<file path="config.mk">
export PLATFORM = sky130hd
export DESIGN_NAME = scan_ctrl8
export DESIGN_NICKNAME = d
export VERILOG_FILES = /design/src/rtl/scan_ctrl8_pkg.sv /design/src/rtl/scan_next_idx.sv /design/src/rtl/scan_ctrl8.sv
export SDC_FILE = /design/constraint.sdc
export NUM_CORES = 1
export LEC_CHECK = 0
export CAP_MARGIN = 0
export CELL_PAD_IN_SITES_DETAIL_PLACEMENT = 1
export CELL_PAD_IN_SITES_GLOBAL_PLACEMENT = 2
export CORE_MARGIN = 4
export CORE_UTILIZATION = 34
export CTS_CLUSTER_DIAMETER = 150
export DETAILED_ROUTE_END_ITERATION = 16
export PLACE_DENSITY = 0.95
export SLEW_MARGIN = 5
export SYNTH_ARGS = -nofsm -noshare
export SYNTH_HDL_FRONTEND = slang
export SYNTH_SLANG_ARGS = --single-unit
</file>
<file path="constraint.sdc">
create_clock -name i_clk -period 6.7 [get_ports i_clk]
set_input_delay 0.67 -clock i_clk [delete_from_list [all_inputs] [get_ports i_clk]]
set_output_delay 0.67 -clock i_clk [all_outputs]
set_load 0.01 [all_outputs]
</file>
<file path="src/rtl/scan_ctrl8_pkg.sv">
// Shared definitions for the display scan controller: state encoding and default timing.
package scan_ctrl8_pkg;

  typedef enum logic [1:0] {
    ST_IDLE  = 2'd0,
    ST_BLANK = 2'd1,
    ST_SHOW  = 2'd2
  } state_e;

  localparam int unsigned DIV_DEFAULT   = 50000;
  localparam int unsigned BLANK_DEFAULT = 4;
  localparam int unsigned POS_N         = 8;
  localparam int unsigned SEL_W         = 3;
  localparam int unsigned NIB_W         = 4;

endpackage

</file>
<file path="src/rtl/scan_next_idx.sv">
// Circular priority search: first set mask bit strictly after cur (cur itself is checked last).
module scan_next_idx
  import scan_ctrl8_pkg::*;
(
  input  logic [SEL_W-1:0] cur,
  input  logic [POS_N-1:0] mask,
  output logic [SEL_W-1:0] nxt_c,
  output logic             wrap_c,
  output logic             none_c
);

  // Walk from farthest to nearest so the nearest hit wins.
  always_comb begin
    logic [SEL_W-1:0] idx;
    idx   = '0;
    nxt_c = cur;
    for (int i = POS_N; i >= 1; i--) begin
      idx = cur + SEL_W'(i);
      if (mask[idx]) nxt_c = idx;
    end
    none_c = (mask == '0);
    wrap_c = !none_c && (nxt_c <= cur);
  end

endmodule

</file>
<file path="src/rtl/scan_ctrl8.sv">
// Time-multiplexed 8-position display scanner with per-slot blanking and frame pulse.
module scan_ctrl8
  import scan_ctrl8_pkg::*;
#(
  parameter int unsigned DIV   = DIV_DEFAULT,
  parameter int unsigned BLANK = BLANK_DEFAULT
) (
  input  logic                     i_clk,
  input  logic                     i_rst,
  input  logic                     i_en,
  input  logic [POS_N-1:0]         i_mask,
  input  logic [POS_N*NIB_W-1:0]   i_digits,
  output logic [SEL_W-1:0]         o_sel,
  output logic [NIB_W-1:0]         o_nib,
  output logic                     o_blank,
  output logic                     o_frame
);

  localparam int unsigned CNT_W = (DIV > 1) ? $clog2(DIV) : 1;
  localparam logic [CNT_W-1:0] BLANK_LAST = CNT_W'(BLANK - 1);
  localparam logic [CNT_W-1:0] DIV_LAST   = CNT_W'(DIV - 1);

  state_e           state_q, state_d;
  logic [CNT_W-1:0] cnt_q, cnt_d;
  logic [SEL_W-1:0] sel_d;
  logic [NIB_W-1:0] nib_d;
  logic             blank_d;
  logic             frame_d;

  logic [SEL_W-1:0] search_cur;
  logic [SEL_W-1:0] nxt_idx;
  logic             nxt_wrap;
  logic             nxt_none;

  // From idle, searching after position 7 yields the lowest set bit.
  assign search_cur = (state_q == ST_IDLE) ? SEL_W'(POS_N - 1) : o_sel;

  scan_next_idx u_next (
    .cur    (search_cur),
    .mask   (i_mask),
    .nxt_c  (nxt_idx),
    .wrap_c (nxt_wrap),
    .none_c (nxt_none)
  );

  // Next-state and next-output logic.
  always_comb begin
    state_d = state_q;
    cnt_d   = cnt_q;
    sel_d   = o_sel;
    nib_d   = o_nib;
    blank_d = o_blank;
    frame_d = 1'b0;

    if (!i_en) begin
      state_d = ST_IDLE;
      blank_d = 1'b1;
      cnt_d   = '0;
    end else begin
      case (state_q)
        ST_IDLE: begin
          blank_d = 1'b1;
          if (!nxt_none) begin
            state_d = ST_BLANK;
            sel_d   = nxt_idx;
            cnt_d   = '0;
          end
        end
        ST_BLANK: begin
          blank_d = 1'b1;
          cnt_d   = cnt_q + CNT_W'(1);
          if (cnt_q == BLANK_LAST) begin
            state_d = ST_SHOW;
            blank_d = 1'b0;
            nib_d   = i_digits[{o_sel, 2'b00} +: NIB_W];
          end
        end
        ST_SHOW: begin
          blank_d = 1'b0;
          if (cnt_q == DIV_LAST) begin
            cnt_d   = '0;
            blank_d = 1'b1;
            if (nxt_none) begin
              state_d = ST_IDLE;
            end else begin
              state_d = ST_BLANK;
              sel_d   = nxt_idx;
              frame_d = nxt_wrap;
            end
          end else begin
            cnt_d = cnt_q + CNT_W'(1);
          end
        end
        default: begin
          state_d = ST_IDLE;
          blank_d = 1'b1;
          cnt_d   = '0;
        end
      endcase
    end
  end

  // State, counter and output registers.
  always_ff @(posedge i_clk) begin
    if (i_rst) begin
      state_q <= ST_IDLE;
      cnt_q   <= '0;
      o_sel   <= '0;
      o_nib   <= '0;
      o_blank <= 1'b1;
      o_frame <= 1'b0;
    end else begin
      state_q <= state_d;
      cnt_q   <= cnt_d;
      o_sel   <= sel_d;
      o_nib   <= nib_d;
      o_blank <= blank_d;
      o_frame <= frame_d;
    end
  end

endmodule

</file>
==> flow_summary.toml, run 1 <==
[cts]
clk_latency_ps = 270
cts_root_buffer = "clkbuf_8"
ctsResizeCount = 0
clockBufferDepth = 2
htree_levels = 1
cts_hold_buf = 0
cts_tree = "built"
post_cts_buffers = 0
clk_pin_slew_ps = 100
cts_num_sinks = 27
cts-buffers-inserted = 3

[sta]
fin_setup_tns_ps = 0
setup_violations = 0
rsz0062_at_grt = "no"
period_share_pct = 61.5
report.final.slew_viol_count = 0
finClkSkew_ps = 6.08
layout_min_cycle_time_ps = 4120
finalHoldViolations = 0
tightest_slew_ps = 792
max_freq_mhz = 243
slew_headroom_pct = 47.1

[floorplanning]
core_sq_mm = 0.00737
die_h_um = 95.9
die-area_sq_mm = 0.00920
die_w_um = 95.9
rows = 31
initial_utilization_pct = 35.7
io_pins = 52

[logic_synthesis]
synth_cells = 299
synth_top_family_by_area = "simple AND/OR/NAND/NOR gates"
synth-simple-area-share_pct = 22.4
synthMuxAreaShare_pct = 22.1
synth_edf_count = 0
synth_warnings = 0
syn_nets = 352
synthFlopType = "dfxtp_1"
synthAdderAreaFrac_pct = 4.76
ys_seq_elements = 27
ys_seq_area_share_pct = 20.6
synth_compound_area_share_pct = 13.6
synth.distinct_cells = 63
avgSynthCellArea_sq_um = 8.79
syn_area_sq_mm = 0.00263
ys_async_sr_fraction_pct = 0
synth-xor-area-share_pct = 8.38

[final_layout]
area_growth_pct = 21.0
regArea_sq_um = 541
mostFrequentLayoutCell = "clkdlybuf4s50_1"
final_nets = 394
fin_util_pct = 43.1
multi_input_area_sq_mm = 0.00187
num_antenna_cells = 0
layout_common_cells = "clkdlybuf4s50_1, nor2_1, nand2_1"
final.fill_count = 887
drive_above_1_share_pct = 12.4

[global_route]
grt_antenna_before_repair = 0
grt_first_pass_wirelength_um = 12800
grt_usage_pct = 17.6
grt_max_degree = 24
grt_overflow = 0
grt_pass1_vias = 2565

[setup_path]
cp_num_cells = 17
rr_startpoint = "state_q[0]"
cpPeakStageDelay_ps = 480
cpMaxStageDelayCell = "or3b_2"
path_cells = "inv_1, ha_1, or2_1, clkinv_2, ha_1, or3b_2, o221a_2, a31oi_1, a31oi_1, o21ai_1, nand2_1, a31oi_1, or2_2, ha_1, a21oi_1, a31oi_1, nor4_1"
required_ps = 6890
crit_fanout = 17
start_kind = "register"
arrival_ps = 4310
cpMostUsedCell = "a31oi_1"
r2r.worst_path.cells = 17
r2r-end = "o_frame"
path_buf_inv = 2
critical_path.top_delay_family = "simple AND/OR/NAND/NOR gates"
crit_type = "reg -> reg"
r2r_slack_ps = 2580
end_kind = "register"

[place]
portBuffers = 51
dp_hpwl_um = 6220
gp_congestion = 0.895

[min_path]
min_path_cells = 2
hold_class = "reg -> reg"
hold_start = "o_nib[1]"
hold_end = "o_nib[1]"

[power_and_ir_drop]
p_leak_nw = 1.17
cellPowerDensity_mw_per_mm2 = 159
peakVddDrop_mv = 0.0776

[drt]
dr.pass1.iters = 4
wirelength_um = 7790
ant_nets = 0
drc = 0
num_vias = 2386
drt_iter0_drc = 74
viasPerCell = 5.44
wire_per_inst_um = 17.7

[run]
drv_cap = 0

[status]
status = "completed"
==> flip-flops by register name, indices dropped and copies added (netlist names) <==
signal,count
o_blank,1
o_nib,4
o_frame,1
state_q,2
o_sel,3
cnt_q,16
==> layer usage <==
metal,track usage [%],vias to the layer above,wire (um)
li1,-,1178,-
met1,21.7,1167,3380
met2,32.7,35,4140
met3,2.27,6,209
met4,2.96,0,65
met5,0,-,0
==> cells by family (layout without fill, tap and decap cells) <==
family | Yosys count | count (layout)
simple gates | 121 | 121
compound gates | 48 | 48
mux | 41 | 41
buf+inv | 32 | 73
flops | 27 | 27
xor+xnor | 20 | 20
fa+ha+maj | 10 | 10
==> how the worst max path moves through the flow <==
stage / slack [ps] / startpoint / end
finish: 2580 / state_q[0] / o_frame
global route: 2180 / state_q[0] / o_frame
CTS: 2530 / state_q[0] / o_frame
detailed placement: 2580 / state_q[0] / o_frame
global placement: 2680 / state_q[0] / o_frame
floorplan: 3210 / state_q[0] / o_frame
==> worst min-delay path, cell delays in order, from the launching register on <==
cell and delay, ps:
dfxtp_1 320, nor2_1 90, a311oi_1 50
==> report_power, final <==
| part | internal (W) | leakage, nW | switching, W |
|---|---|---|---|
| registers | 0.000164 | 0.218 | 0.0000102 |
| logic | 0.000119 | 0.931 | 0.000117 |
| clock network | 0.0000422 | 0.0217 | 0.0000542 |
==> area by class of cell <==
| type | instances | area share, % |
|---|---|---|
| Tap cell | 99 | 3.90 |
| Clock buffer | 3 | 1.30 |
| Inverter | 17 | 2.36 |
| Clock inverter | 1 | 0.236 |
| Sequential cell | 27 | 17.0 |
| Multi-Input combinational cell | 240 | 58.9 |
| Timing Repair Buffer | 52 | 16.3 |
==> metrics by stage <==
| stage | power, W | area (sq um) | instances | setup WS [ps] | hold WS [ps] |
|---|---|---|---|---|---|
| after floorplan | 0.000352 | 2630 | 299 | 3210 | 494 |
| after global placement | 0.000410 | 3130 | 435 | 2680 | 493 |
| after detailed placement | 0.000413 | 3130 | 435 | 2580 | 498 |
| after CTS | 0.000512 | 3180 | 439 | 2530 | 513 |
| after global routing | 0.000542 | 3180 | 439 | 2180 | 533 |
| final | 0.000506 | 3180 | 439 | 2580 | 507 |
==> synth_stat cells (8+ instances only) <==
library cell,instances,share of area (%)
nor2_1,36,5.1
mux4_2,10,8.6
mux2i_1,22,8.4
a21oi_1,8,1.5
inv_1,14,2.0
nand3_1,11,2.1
nand2_1,36,5.1
a31oi_1,8,1.9
xnor2_1,8,2.7
ha_1,10,4.8
dfxtp_1,27,21
xor2_1,9,3.0
Power figures use the tool's default switching activity.
==> inputs of run 2 (changes only) <==
--- a/config.mk
+++ b/config.mk
@@ -9,10 +9,10 @@
 export CELL_PAD_IN_SITES_DETAIL_PLACEMENT = 1
 export CELL_PAD_IN_SITES_GLOBAL_PLACEMENT = 2
 export CORE_MARGIN = 4
-export CORE_UTILIZATION = 34
+export CORE_UTILIZATION = 28
 export CTS_CLUSTER_DIAMETER = 150
 export DETAILED_ROUTE_END_ITERATION = 16
-export PLACE_DENSITY = 0.95
+export PLACE_DENSITY = 0.86
 export SLEW_MARGIN = 5
 export SYNTH_ARGS = -nofsm -noshare
 export SYNTH_HDL_FRONTEND = slang
==> constraint.sdc (replaced) <==
create_clock -name i_clk -period 3.55 [get_ports i_clk]
set_input_delay 0.355 -clock i_clk [delete_from_list [all_inputs] [get_ports i_clk]]
set_output_delay 0.355 -clock i_clk [all_outputs]
set_load 0.01 [all_outputs]
==> flow_summary.toml, run 2 (same netlist as run 1, synthesis figures left out) <==
[final_layout]
final_nets = 411
regArea_sq_um = 543
final.fill_count = 1110
mostFrequentLayoutCell = "clkdlybuf4s50_1"
drive_above_1_share_pct = 23.0
reg_top3 = "cnt_q x16, o_nib x4, o_sel x3"
fin_util_pct = 37.9
top_register = "cnt_q"
layout_common_cells = "clkdlybuf4s50_1, nor2_1, nand2_1"
largest_register_ffs = 16
area_growth_pct = 32.6
num_antenna_cells = 0
fin_area_sq_mm = 0.00348
multi_input_area_sq_mm = 0.00203

[floorplanning]
die-area_sq_mm = 0.0110
io_pins = 52
initial_utilization_pct = 28.6
core_sq_mm = 0.00920
rows = 35
die_w_um = 105
die_h_um = 105

[min_path]
hold_class = "reg -> reg"
hold_end = "o_nib[1]"
hold_start = "o_nib[1]"
min_path_cells = 2

[sta]
hold_slack_ps = 511
setup_violations = 0
finClkSkew_ps = 1.99
setup_slack_ps = 151
report.final.slew_viol_count = 0
period_share_pct = 95.7
finalHoldViolations = 0
layout_min_cycle_time_ps = 3400
tightest_slew_ps = 570
max_freq_mhz = 294
slew_headroom_pct = 61.9

[setup_path]
required_ps = 3730
critical_path.top_delay_family = "compound AO/OA/AOI/OAI gates"
arrival_ps = 3580
r2r-end = "o_frame"
r2r.worst_path.cells = 19
path_buf_inv = 4
crit_fanout = 5
end_kind = "register"
cpMaxStageDelayCell = "o32a_2"
start_kind = "register"
rr_startpoint = "state_q[0]"
r2r_slack_ps = 150
crit_start = "state_q[0]"
crit_type = "reg -> reg"
cpPeakStageDelay_ps = 370
path_cells = "inv_1, ha_2, buf_4, nor2_4, ha_4, buf_4, mux2i_1, o32a_2, a31oi_4, a21oi_1, o211ai_1, a21oi_2, xnor2_1, ha_2, inv_1, a21o_1, a21oi_2, a31oi_1, nor4_1"

[drt]
dr.pass1.iters = 4
wire_per_inst_um = 17.8
viasPerCell = 5.35
ant_nets = 0
drc = 0
drt_iter0_drc = 116
num_vias = 2505
wirelength_um = 8310

[global_route]
grt_max_degree = 23
grt_antenna_before_repair = 0
grt_usage_pct = 14.4
grt_first_pass_wirelength_um = 13300
grt_overflow = 0
grt_pass1_vias = 2610

[cts]
cts_hold_buf = 0
htree_levels = 1
clk_latency_ps = 270
cts_num_sinks = 27
cts_root_buffer = "clkbuf_8"
cts_tree = "built"
clk_pin_slew_ps = 90
cts-buffers-inserted = 3
clockBufferDepth = 2

[power_and_ir_drop]
cellPowerDensity_mw_per_mm2 = 300
clockPowerShare_pct = 16.3
seqPwrFrac_pct = 30.2
p_sw_w = 0.000375
p_leak_nw = 1.25
intPower_w = 0.000671
power.share.switching_pct = 35.8
peakVddDrop_mv = 0.135
p_comb_share_pct = 53.5

[status]
status = "completed"

[place]
dp_slack_ps = -32.7
placed_area_sq_mm = 0.00321
portBuffers = 51
gp_congestion = 0.867
dp_hpwl_um = 6280

[run]
drv_cap = 0
## run 2: final cells by class
class | instances | area share (%)
clock buffer | 4 | 1.29
inverter | 17 | 2.15
multi-input combinational | 240 | 58.1
sequential | 27 | 15.6
tap | 111 | 3.99
timing repair buffer | 69 | 18.9
## run 2: worst max path at each step
stage / to / cells after the start
global placement: o_frame / 16
CTS: o_frame / 17
floorplan: o_frame / 19
detailed placement: o_frame / 17
global route: o_frame / 19
finish: o_frame / 19
## run 2: per-layer routing
metal	wire (um)	part of all wire, %	GRT usage (%)	up-vias
li1	-	-	-	1211
met1	3670	44	18.5	1239
met2	4330	52	26.1	43
met3	222	2.7	2.04	12
met4	82	0.99	2.34	0
met5	0	0	0	-
## run 2: timing repair
item,4_1_cts,5_1_grt
pin swaps,0,14
setup buffers,0,8
resized for setup,3,33
setup endpoints to repair,1,1
## run 2: worst register-to-register path: cells and delay by family (launching register included)
| family | cells | cell delay [ps] |
|---|---|---|
| adder cells (fa/ha/maj) | 3 | 560 |
| flip-flops | 1 | 330 |
| multiplexers | 1 | 70 |
| XOR/XNOR | 1 | 190 |
| AND/OR/NAND/NOR | 2 | 440 |
| AO/OA/AOI/OAI | 8 | 1340 |
| buffers and inverters | 4 | 370 |
## run 2: through the flow
step,cells,power (W),setup TNS [ps]
after CTS,460,0.000976,0
after detailed placement,456,0.000798,-32.7
after floorplan,299,0.000664,0
after global routing,468,0.00111,-96.6
final,468,0.00105,0
after global placement,456,0.000792,0
## run 2: power by group through the flow
stage	clock network [W]	registers, W	logic [W]
final	0.000171	0.000316	0.000560
after global routing	0.000194	0.000317	0.000604
after CTS	0.000180	0.000315	0.000481
after detailed placement	0	0.000322	0.000476
after global placement	0	0.000323	0.000469
after floorplan	0	0.000326	0.000339
==> inputs of run 3 (changes only) <==
--- a/config.mk
+++ b/config.mk
@@ -8,11 +8,13 @@
 export CAP_MARGIN = 0
 export CELL_PAD_IN_SITES_DETAIL_PLACEMENT = 1
 export CELL_PAD_IN_SITES_GLOBAL_PLACEMENT = 2
-export CORE_MARGIN = 4
+export CORE_MARGIN = 1.5
 export CORE_UTILIZATION = 28
 export CTS_CLUSTER_DIAMETER = 150
+export CTS_CLUSTER_SIZE = 8
 export DETAILED_ROUTE_END_ITERATION = 16
 export PLACE_DENSITY = 0.86
+export RECOVER_POWER = 100
 export SLEW_MARGIN = 5
 export SYNTH_ARGS = -nofsm -noshare
 export SYNTH_HDL_FRONTEND = slang
==> flow_summary.toml, run 3 (same netlist as run 1, synthesis figures left out) <==
[status]
status = "completed"

[global_route]
grt_pass1_vias = 2593
grt_max_degree = 23
grt_first_pass_wirelength_um = 13000
grt_usage_pct = 16.2
grt_antenna_before_repair = 0
grt_overflow = 0

[final_layout]
fin_area_sq_mm = 0.00354
layout_common_cells = "clkdlybuf4s50_1, nor2_1, nand2_1"
reg_top3 = "cnt_q x16, o_nib x4, o_sel x3"
top_register = "cnt_q"
final.fill_count = 1051
multi_input_area_sq_mm = 0.00202
layout.cells.non_filler = 473
area_growth_pct = 34.9
regArea_sq_um = 548
drive_above_1_share_pct = 23.8
final_nets = 416
mostFrequentLayoutCell = "clkdlybuf4s50_1"
num_antenna_cells = 0
largest_register_ffs = 16

[place]
portBuffers = 51
gp_congestion = 0.898
dp_hpwl_um = 6390
placed_area_sq_mm = 0.00322
dp.cells = 457

[drt]
wire_per_inst_um = 18.0
wirelength_um = 8530
drt_iter0_drc = 87
viasPerCell = 5.35
dr.pass1.iters = 4
ant_nets = 0
num_vias = 2529
drc = 0

[cts]
clk_latency_ps = 280
htree_levels = 1
cts-buffers-inserted = 3
cts_root_buffer = "clkbuf_8"
cts_tree = "built"
cts_hold_buf = 0
clk_pin_slew_ps = 100
clockBufferDepth = 2
cts_num_sinks = 27

[setup_path]
start_kind = "register"
arrival_ps = 3600
required_ps = 3740
end_kind = "register"
crit_type = "reg -> reg"
crit_fanout = 5

[floorplanning]
rows = 35
die_w_um = 99.9
die-area_sq_mm = 0.00997
core_sq_mm = 0.00915
io_pins = 52
die_h_um = 99.9
initial_utilization_pct = 28.7

[sta]
hold_slack_ps = 508
finalHoldViolations = 0
fin_setup_tns_ps = 0
max_freq_mhz = 293
slew_headroom_pct = 38.5
finClkSkew_ps = 9.34
setup_violations = 0
report.final.slew_viol_count = 0
layout_min_cycle_time_ps = 3410
period_share_pct = 96.2
tightest_slew_ps = 922

[power_and_ir_drop]
power.share.switching_pct = 37.1
clockPowerShare_pct = 16.9
cellPowerDensity_mw_per_mm2 = 302
intPower_w = 0.000673
p_leak_nw = 1.29
seqPwrFrac_pct = 29.7
peakVddDrop_mv = 0.157
p_comb_share_pct = 53.4
p_sw_w = 0.000396

[run]
drv_cap = 0

[min_path]
hold_class = "reg -> reg"
[run 3: changes by cell type in the layout (fill, tap and decap cells not counted), sizes merged]
cell,previous run,this run
buf,18,20
clkbuf,4,6
clkdlybuf4s50,51,44
clkinvlp,0,1
dlygate4sd3,0,7
[run 3: power by group through the flow]
| stage | clock network, W | registers (W) | logic [W] |
|---|---|---|---|
| finish | 0.000181 | 0.000318 | 0.000571 |
| global route | 0.000204 | 0.000319 | 0.000613 |
| CTS | 0.000190 | 0.000319 | 0.000487 |
| detailed placement | 0 | 0.000325 | 0.000481 |
| global placement | 0 | 0.000325 | 0.000473 |
| floorplan | 0 | 0.000326 | 0.000339 |
[run 3: path summary, 6_finish.rpt]
check	start	endpoint	slack [ps]	cells after the start
setup / recovery	state_q[0]	o_frame	140	19
hold / removal	o_nib[2]	o_nib[2]	510	2
setup reg to reg	state_q[0]	o_frame	140	19
hold reg to reg	o_nib[2]	o_nib[2]	510	2
[run 3: through the flow]
stage	utilization (%)	power, W	worst slack (ps)
after floorplan	-	0.000664	62.0
after global placement	35.2	0.000798	156
after detailed placement	35.2	0.000806	0.163
after CTS	35.8	0.000995	4.37
after global routing	38.7	0.00114	-47.2
final	38.7	0.00107	136
[run 3: critical path, stage by stage (launching register included)]
cell      delay (ps)
dfxtp_4          380
inv_2             50
ha_4             150
buf_6            120
nor2_4           180
ha_4             190
buf_8            110
mux2i_1           60
o32a_2           430
a31oi_4          200
a21oi_1           60
o211ai_1         240
a21oi_2          120
xnor2_1          200
ha_2             190
inv_1             40
a21o_1           160
a21oi_1          140
a31oi_1           60
nor4_1           240
[run 3: timing repair]
item | CTS | global route
buffers inserted | 0 | 12
gates resized for setup | 3 | 41
pin swaps | 0 | 17
setup endpoints to repair | 1 | 1
[run 3: final cells by class]
| class | count | area share (%) |
|---|---|---|
| clock inverter | 1 | 0.212 |
| multi-input combinational | 240 | 57.0 |
| clock buffer | 3 | 1.16 |
| sequential | 27 | 15.5 |
| timing repair buffer | 74 | 20.0 |
| inverter | 17 | 2.19 |
| tap | 111 | 3.92 |
[run 3: metal layers]
| metal | vias up | global-route usage [%] | share of wire (%) |
|---|---|---|---|
| li1 | 1218 | - | - |
| met1 | 1238 | 21.9 | 46 |
| met5 | - | 0 | 0 |
| met4 | 0 | 3.14 | 1.6 |
| met3 | 12 | 2.16 | 3.7 |
| met2 | 61 | 27.8 | 49 |
